===== config.mk =====
export PLATFORM = sky130hd
export DESIGN_NAME = mem_stage
export DESIGN_NICKNAME = d
export VERILOG_FILES = /design/src/rtl/mem_stage.sv
export SDC_FILE = /design/constraint.sdc
export NUM_CORES = 1
export LEC_CHECK = 0
export CORE_AREA = 8 8 102 67
export CTS_CLUSTER_SIZE = 12
export DETAILED_ROUTE_END_ITERATION = 6
export DIE_AREA = 0 0 110 75
export DONT_BUFFER_PORTS = 1
export PLACE_DENSITY_LB_ADDON = 0.12
export SLEW_MARGIN = 20
export SYNTH_ARGS = -nofsm -noshare
export SYNTH_HDL_FRONTEND = slang
export SYNTH_SLANG_ARGS = --single-unit

===== constraint.sdc =====
create_clock -name clk -period 1.7 [get_ports clk]
set_input_delay 0.17 -clock clk [delete_from_list [all_inputs] [get_ports clk]]
set_output_delay 0.17 -clock clk [all_outputs]
set_load 0.01 [all_outputs]

===== src/rtl/mem_stage.sv =====
// Memory-access pipeline stage: pass-through for ALU ops, request/ack data-memory port for loads/stores.
// Optional ack timeout with sticky mem_err is built only when MEM_TIMEOUT_EN is defined.
module mem_stage #(
   parameter int ADDR_W = 16
`ifdef MEM_TIMEOUT_EN
   , parameter int MEM_TIMEOUT = 64
`endif
) (
   input  logic              clk,
   input  logic              rst,
   input  logic              in_valid,
   output logic              in_ready,
   input  logic [15:0]       alu_result,
   input  logic [15:0]       store_data,
   input  logic              mem_rd,
   input  logic              mem_wr,
   input  logic              reg_write,
   input  logic [2:0]        rd_addr,
   output logic              dmem_req,
   output logic              dmem_we,
   output logic [ADDR_W-1:0] dmem_addr,
   output logic [15:0]       dmem_wdata,
   input  logic [15:0]       dmem_rdata,
   input  logic              dmem_ack,
   output logic              wb_valid,
   output logic [15:0]       wb_data,
   output logic [2:0]        wb_rd,
   output logic              wb_we,
   output logic              mem_err
);

   // state  | meaning
   // IDLE   | accepting; pass-through ops retire next cycle
   // ACCESS | memory request outstanding, upstream stalled
   typedef enum logic {IDLE, ACCESS} state_t;

   state_t     state, state_nxt;
   logic       fire;
   logic       is_mem;
   logic       ack;
   logic       tmo;
   logic [2:0] lat_rd;
   logic       lat_we;

   // Request follows the state register so reset removes it asynchronously.
   assign in_ready = (state == IDLE);
   assign dmem_req = (state == ACCESS);
   assign fire     = in_valid & in_ready;
   assign is_mem   = mem_rd | mem_wr;
   assign ack      = dmem_req & dmem_ack;

`ifdef MEM_TIMEOUT_EN
   localparam int CNT_W = $clog2(MEM_TIMEOUT + 1);
   localparam logic [CNT_W-1:0] TC = CNT_W'(MEM_TIMEOUT - 1);

   logic [CNT_W-1:0] cnt;

   always_ff @(posedge clk or negedge rst) begin
      if (!rst) begin
         cnt <= '0;
      end else if (fire) begin
         cnt <= '0;
      end else if (dmem_req && !dmem_ack) begin
         cnt <= cnt + 1'b1;
      end
   end

   // Ack in the terminal cycle takes priority over the timeout.
   assign tmo = dmem_req & ~dmem_ack & (cnt == TC);

   always_ff @(posedge clk or negedge rst) begin
      if (!rst) begin
         mem_err <= 1'b0;
      end else if (tmo) begin
         mem_err <= 1'b1;
      end
   end
`else
   assign tmo     = 1'b0;
   assign mem_err = 1'b0;
`endif

   always_ff @(posedge clk or negedge rst) begin
      if (!rst) begin
         state <= IDLE;
      end else begin
         state <= state_nxt;
      end
   end

   always_comb begin
      state_nxt = state;
      case (state)
         IDLE:    if (fire && is_mem) state_nxt = ACCESS;
         ACCESS:  if (ack || tmo)     state_nxt = IDLE;
         default: state_nxt = IDLE;
      endcase
   end

   always_ff @(posedge clk or negedge rst) begin
      if (!rst) begin
         dmem_we    <= 1'b0;
         dmem_addr  <= '0;
         dmem_wdata <= '0;
         lat_rd     <= '0;
         lat_we     <= 1'b0;
         wb_valid   <= 1'b0;
         wb_data    <= '0;
         wb_rd      <= '0;
         wb_we      <= 1'b0;
      end else begin
         wb_valid <= 1'b0;
         if (fire) begin
            if (is_mem) begin
               dmem_we    <= mem_wr;
               dmem_addr  <= alu_result[ADDR_W-1:0];
               dmem_wdata <= store_data;
               lat_rd     <= rd_addr;
               lat_we     <= reg_write;
            end else begin
               wb_valid <= 1'b1;
               wb_data  <= alu_result;
               wb_rd    <= rd_addr;
               wb_we    <= reg_write;
            end
         end else if (ack) begin
            wb_valid <= 1'b1;
            wb_rd    <= lat_rd;
            wb_we    <= dmem_we ? 1'b0 : lat_we;
            wb_data  <= dmem_we ? 16'h0000 : dmem_rdata;
         end else if (tmo) begin
            wb_valid <= 1'b1;
            wb_rd    <= lat_rd;
            wb_we    <= 1'b0;
            wb_data  <= 16'h0000;
         end
      end
   end

endmodule


* Yosys cells after proc, flatten, opt, wreduce, memory -nomap -nowiden
Cells that the tools add are included.
** Storage, ports and cells
- Flip-flop bits (word level) :: 59
- Output and inout port bits :: 57
** Cells by class
- Muxes and demuxes :: 17
- Equality and inequality tests :: 1
- Reduce and logical (&&, ||, !) cells :: 4
- Bitwise logic cells :: 4
** Operator list (count)
- $mux 16 :: 4
- $mux 1 :: 9
- $mux 3 :: 3
- $reduce_and 2->1 :: 2
- $and 1x1->1 :: 2
- $ne 2x2->1 const B :: 1
- $pmux 1 s2 :: 1
- $reduce_bool 2->1 :: 1
- $logic_and 1x1->1 :: 1
- $not 1->1 :: 1
- $or 1x1->1 :: 1

* Longest topological paths before layout
- Word-level depth :: 5
- Gate-level depth with buffers :: 5

* Least setup slack after synthesis
OpenSTA, ideal clock, no wires.
- Path type :: reg-to-reg
- Start point :: reg state, in the netlist dmem_req
- End point :: reg wb_data[15]
- Arrival time :: 1.441 ns
- Setup time :: 0.128 ns
- Clock period less this slack :: 1.569 ns
- Path buffers :: 2
- Slack :: 0.131 ns
- Stages on the path, launching flop included :: 6
- Path through :: dfrtp_1 -> nand2b_4 -> buf_6 -> o31ai_4 -> buf_6 -> mux2_1
** Between the ends
- Cells in the longest elaborated chain, start to end :: 4
- Elaborated cells on any way between the ends :: 7
- Those cells by class :: 1 x eq/ne; 1 x mux; 3 x bitwise; 2 x reduce/logical
** RTL lines
- from (decl) :: line 37 : state_t state, state_nxt;
- from (signal assigned) :: line 87 : state <= state_nxt;
- $not 1->1
- $and 1x1->1 :: line 48 : assign fire = in_valid & in_ready;
- $ne 2x2->1 (no source line) or $reduce_bool 2->1 (tied branches)
- $reduce_and 2->1 (no source line)
- to (signal assigned) :: line 122 : wb_data <= alu_result;
- to (signal assigned) :: line 130 : wb_data <= dmem_we ? 16'h0000 : dmem_rdata;
- to (decl) :: line 26 : output logic [15:0] wb_data,
Several ways; a longest one is shown, not always the timed one.
A chain may end at the register's enable or synchronous reset.

* Worst setup path in the final report
Ends and elaborated chain as after synthesis.

==> impl_metrics.prom <==
# TYPE chip_impl_metric gauge
chip_impl_metric{name="globalplace.congestion",unit=""} 0.671
chip_impl_metric{name="remaining_drc_errors",unit=""} 0
chip_impl_metric{name="syn2layout_area_growth",unit="%"} 23.0
chip_impl_info{name="synth_area_leader",value="dfrtp_1"} 1
chip_impl_metric{name="p_sw",unit="mW"} 1.33
chip_impl_metric{name="power.density",unit="nW/um^2"} 1260
chip_impl_metric{name="track_usage",unit=""} 0.159
chip_impl_metric{name="clockPowerShare",unit=""} 0.237
chip_impl_metric{name="cts_buffers",unit=""} 9
chip_impl_info{name="layout.cells.most_common",value="dfrtp_1"} 1
chip_impl_metric{name="part_of_the_total_power_dissipated_in_combinational_logic",unit=""} 0.237
chip_impl_metric{name="syn-instance-count",unit=""} 173
chip_impl_metric{name="die_y",unit="um"} 75
chip_impl_metric{name="floorplan.core_area",unit="sq um"} 5330
chip_impl_metric{name="clock_sink_count",unit=""} 59
chip_impl_metric{name="postLayoutCellArea",unit="sq um"} 3460
chip_impl_metric{name="htreeDepth",unit=""} 3
chip_impl_metric{name="min_period_over_period",unit=""} 0.913
chip_impl_metric{name="antenna_violating_nets_post_route",unit=""} 0
chip_impl_info{name="grt.busiest_layer",value="met2"} 1
chip_impl_metric{name="yosys_warnings",unit=""} 0
chip_impl_metric{name="globalRouteMet1Util",unit=""} 0.184
chip_impl_metric{name="grt_first_pass_wirelength",unit="um"} 9830
chip_impl_info{name="yosys-top-cells-area",value="dfrtp_1 53%, mux2_4 18%, mux2_2 16%"} 1
chip_impl_metric{name="vias",unit=""} 1546
chip_impl_metric{name="initial_util",unit=""} 0.527
chip_impl_metric{name="avgSynthCellArea",unit="sq um"} 16.2
chip_impl_metric{name="wire_per_inst",unit="um"} 20.9
chip_impl_metric{name="placed_cell_area",unit="sq um"} 2880
chip_impl_metric{name="drt-total-wl",unit="um"} 6180
chip_impl_metric{name="cap_viol_max_count",unit=""} 0
chip_impl_metric{name="fillCellCount",unit=""} 354
chip_impl_metric{name="count_of_state_elements_after_synthesis",unit=""} 59
chip_impl_metric{name="netlist-cell-type-count",unit=""} 19
chip_impl_metric{name="seqPwrFrac",unit=""} 0.526
chip_impl_metric{name="grt_start_max_net_pins",unit=""} 60
chip_impl_metric{name="report.final.slew_viol_count",unit=""} 0
chip_impl_metric{name="insertion_delay",unit="ps"} 320
chip_impl_metric{name="number_of_nets_in_the_synthesized_netlist",unit=""} 231
chip_impl_info{name="rsz0062_at_grt",value="no"} 1
chip_impl_metric{name="post_layout_nets",unit=""} 280
chip_impl_metric{name="die_width",unit="um"} 110
chip_impl_metric{name="max-vdd-ir-drop",unit="mV"} 0.749
chip_impl_metric{name="hold_violations",unit=""} 0
chip_impl_metric{name="p_sw_frac",unit=""} 0.305
chip_impl_metric{name="synth_area",unit="sq um"} 2810
chip_impl_metric{name="report.power.total",unit="mW"} 4.37
chip_impl_metric{name="first_iter_violations",unit=""} 39
chip_impl_metric{name="worst_slack",unit="ps"} 148
chip_impl_metric{name="drt-pass1-iter-count",unit=""} 4
chip_impl_metric{name="fin_crit",unit="ps"} 1550
chip_impl_metric{name="synthDominantCellAreaShare",unit=""} 0.526
chip_impl_info{name="tritoncts",value="done"} 1
chip_impl_metric{name="dpl_worst_slack",unit="ps"} 157
chip_impl_info{name="class_of_the_tightest_hold_or_removal_check",value="input pin to flop"} 1
chip_impl_metric{name="layout-drive-gt1-share",unit=""} 0.502
chip_impl_metric{name="cts.path.max_buffers",unit=""} 2
chip_impl_metric{name="p_int",unit="mW"} 3.04
chip_impl_metric{name="hpwlAfterDp",unit="um"} 4290
chip_impl_metric{name="proportion_of_synthesized_chip_area_in_sequential_cells",unit=""} 0.526
chip_impl_info{name="mostFrequentLayoutCells",value="59 x dfrtp_1, 39 x mux2_2, 39 x dlygate4sd3_1"} 1
chip_impl_metric{name="fin_setup_tns",unit="ps"} 0
chip_impl_metric{name="power.static_leakage",unit="nW"} 1.57
chip_impl_metric{name="timing.critical_path.arrival",unit="ps"} 1750
chip_impl_info{name="worstSetupStartpointType",value="flop"} 1
chip_impl_metric{name="die_area",unit="sq um"} 8250
chip_impl_metric{name="use_met2",unit=""} 0.256
chip_impl_metric{name="diodes",unit=""} 0
chip_impl_metric{name="use_met3",unit=""} 0.0709
chip_impl_metric{name="crit_required",unit="ps"} 1900
chip_impl_info{name="path_class",value="flop to flop"} 1
chip_impl_metric{name="initial_antenna_violation_count",unit=""} 0
chip_impl_metric{name="utilization",unit=""} 0.648
chip_impl_metric{name="first_global_vias",unit=""} 1788
chip_impl_metric{name="final-setup-viol-count",unit=""} 0
chip_impl_metric{name="skew",unit="ps"} 9.31
chip_impl_info{name="ctsRootBufferMaster",value="clkbuf_8"} 1
chip_impl_metric{name="global_route.overflow_total",unit=""} 0
chip_impl_metric{name="num_rows",unit=""} 21
chip_impl_metric{name="port-buffer-count",unit=""} 0
chip_impl_metric{name="max_freq",unit="MHz"} 644
chip_impl_info{name="worst_setup_path_end_kind",value="flop"} 1
chip_impl_metric{name="critPathMaxFanout",unit=""} 17
chip_impl_metric{name="vias_per_cell",unit=""} 5.22
chip_impl_info{name="run_status",value="finished, final reports clean"} 1
chip_impl_metric{name="clk_transition_reported_paths",unit="ps"} 70
chip_impl_metric{name="io-pin-count",unit=""} 115
-- power by group through the flow --
| stage | Sequential [mW] | Combinational (mW) | Clock, mW |
|---|---|---|---|
| detailed placement | 2.33 | 0.936 | 0 |
| CTS | 2.32 | 1.04 | 1.08 |
| finish | 2.30 | 1.03 | 1.04 |
| global placement | 2.32 | 0.896 | 0 |
| floorplan | 2.21 | 0.824 | 0 |
| global route | 2.36 | 1.12 | 1.14 |
-- per-stage QoR --
step                      std cells  hold slack, ps
after floorplan                 173            -126
after global placement          240            -124
after global routing            296            90.9
final                           296             119
after detailed placement        240            -124
after CTS                       296            78.3
-- state kept, by name (all words and copies together), names as in the netlist --
register    flops
dmem_addr      16
dmem_req        1
dmem_wdata     16
dmem_we         1
lat_rd          3
lat_we          1
wb_data        16
wb_rd           3
wb_valid        1
wb_we           1
-- layout make-up --
cell class                      count  area, sq um  share of cell area
Inverter                            2         7.51             0.00217
Clock inverter                      5         30.0             0.00869
Clock buffer                       11          131              0.0380
Tap cell                           69         86.3              0.0250
Sequential cell                    59         1480               0.427
Timing Repair Buffer               48          515               0.149
Multi-Input combinational cell    102         1210               0.350
-- critical path, cell delays in order, from the launching register on --
cell and delay, ps:
dfrtp_1 360, nand2b_4 230, buf_12 210, mux2_2 340, mux2_1 290
-- metal layers --
metal / vias to the layer above / wire length, um / part of all wire
met1: 773 / 2460 / 0.40
met3: 7 / 631 / 0.10
met5: - / 0 / 0
met2: 68 / 3020 / 0.49
met4: 0 / 69 / 0.011
li1: 698 / - / -
-- worst paths after layout --
check                                from        endpoint  slack (ps)  depth (start not counted)
min reg2reg                        lat_we          lat_we         510                          1
min                        alu_result[10]     wb_data[10]         120                          2
max reg2reg                      dmem_req     wb_data[15]         150                          4
min in group asynchronous             rst  dmem_wdata[15]         380                          2
max                              dmem_req     wb_data[15]         150                          4
max in group asynchronous             rst    dmem_addr[8]        1050                          2
-- cells by family after synthesis --
group,synth area share
muxes,0.350
AOI/OAI and AO/OA,0.0134
buffers and inverters,0.0441
and+or+nand+nor,0.0655
other,0.00134
DFF,0.526
-- synth_stat cells, drive strengths merged --
master	count
nor2	2
inv	2
o31ai	1
o21ai	2
mux2	76
dfrtp	59
o22ai	1
conb	1
and2b	17
nand2b	1
nand2	1
buf	10
-- timing repair --
item | in CTS | in global routing
hold buffers | 40 | 0
endpoints found under the setup margin | 0 | 0
gates resized for setup | 0 | 0
setup buffers | 0 | 0
hold endpoints to repair | 97 | 0
Note: power is estimated with default switching activity, not from simulation.
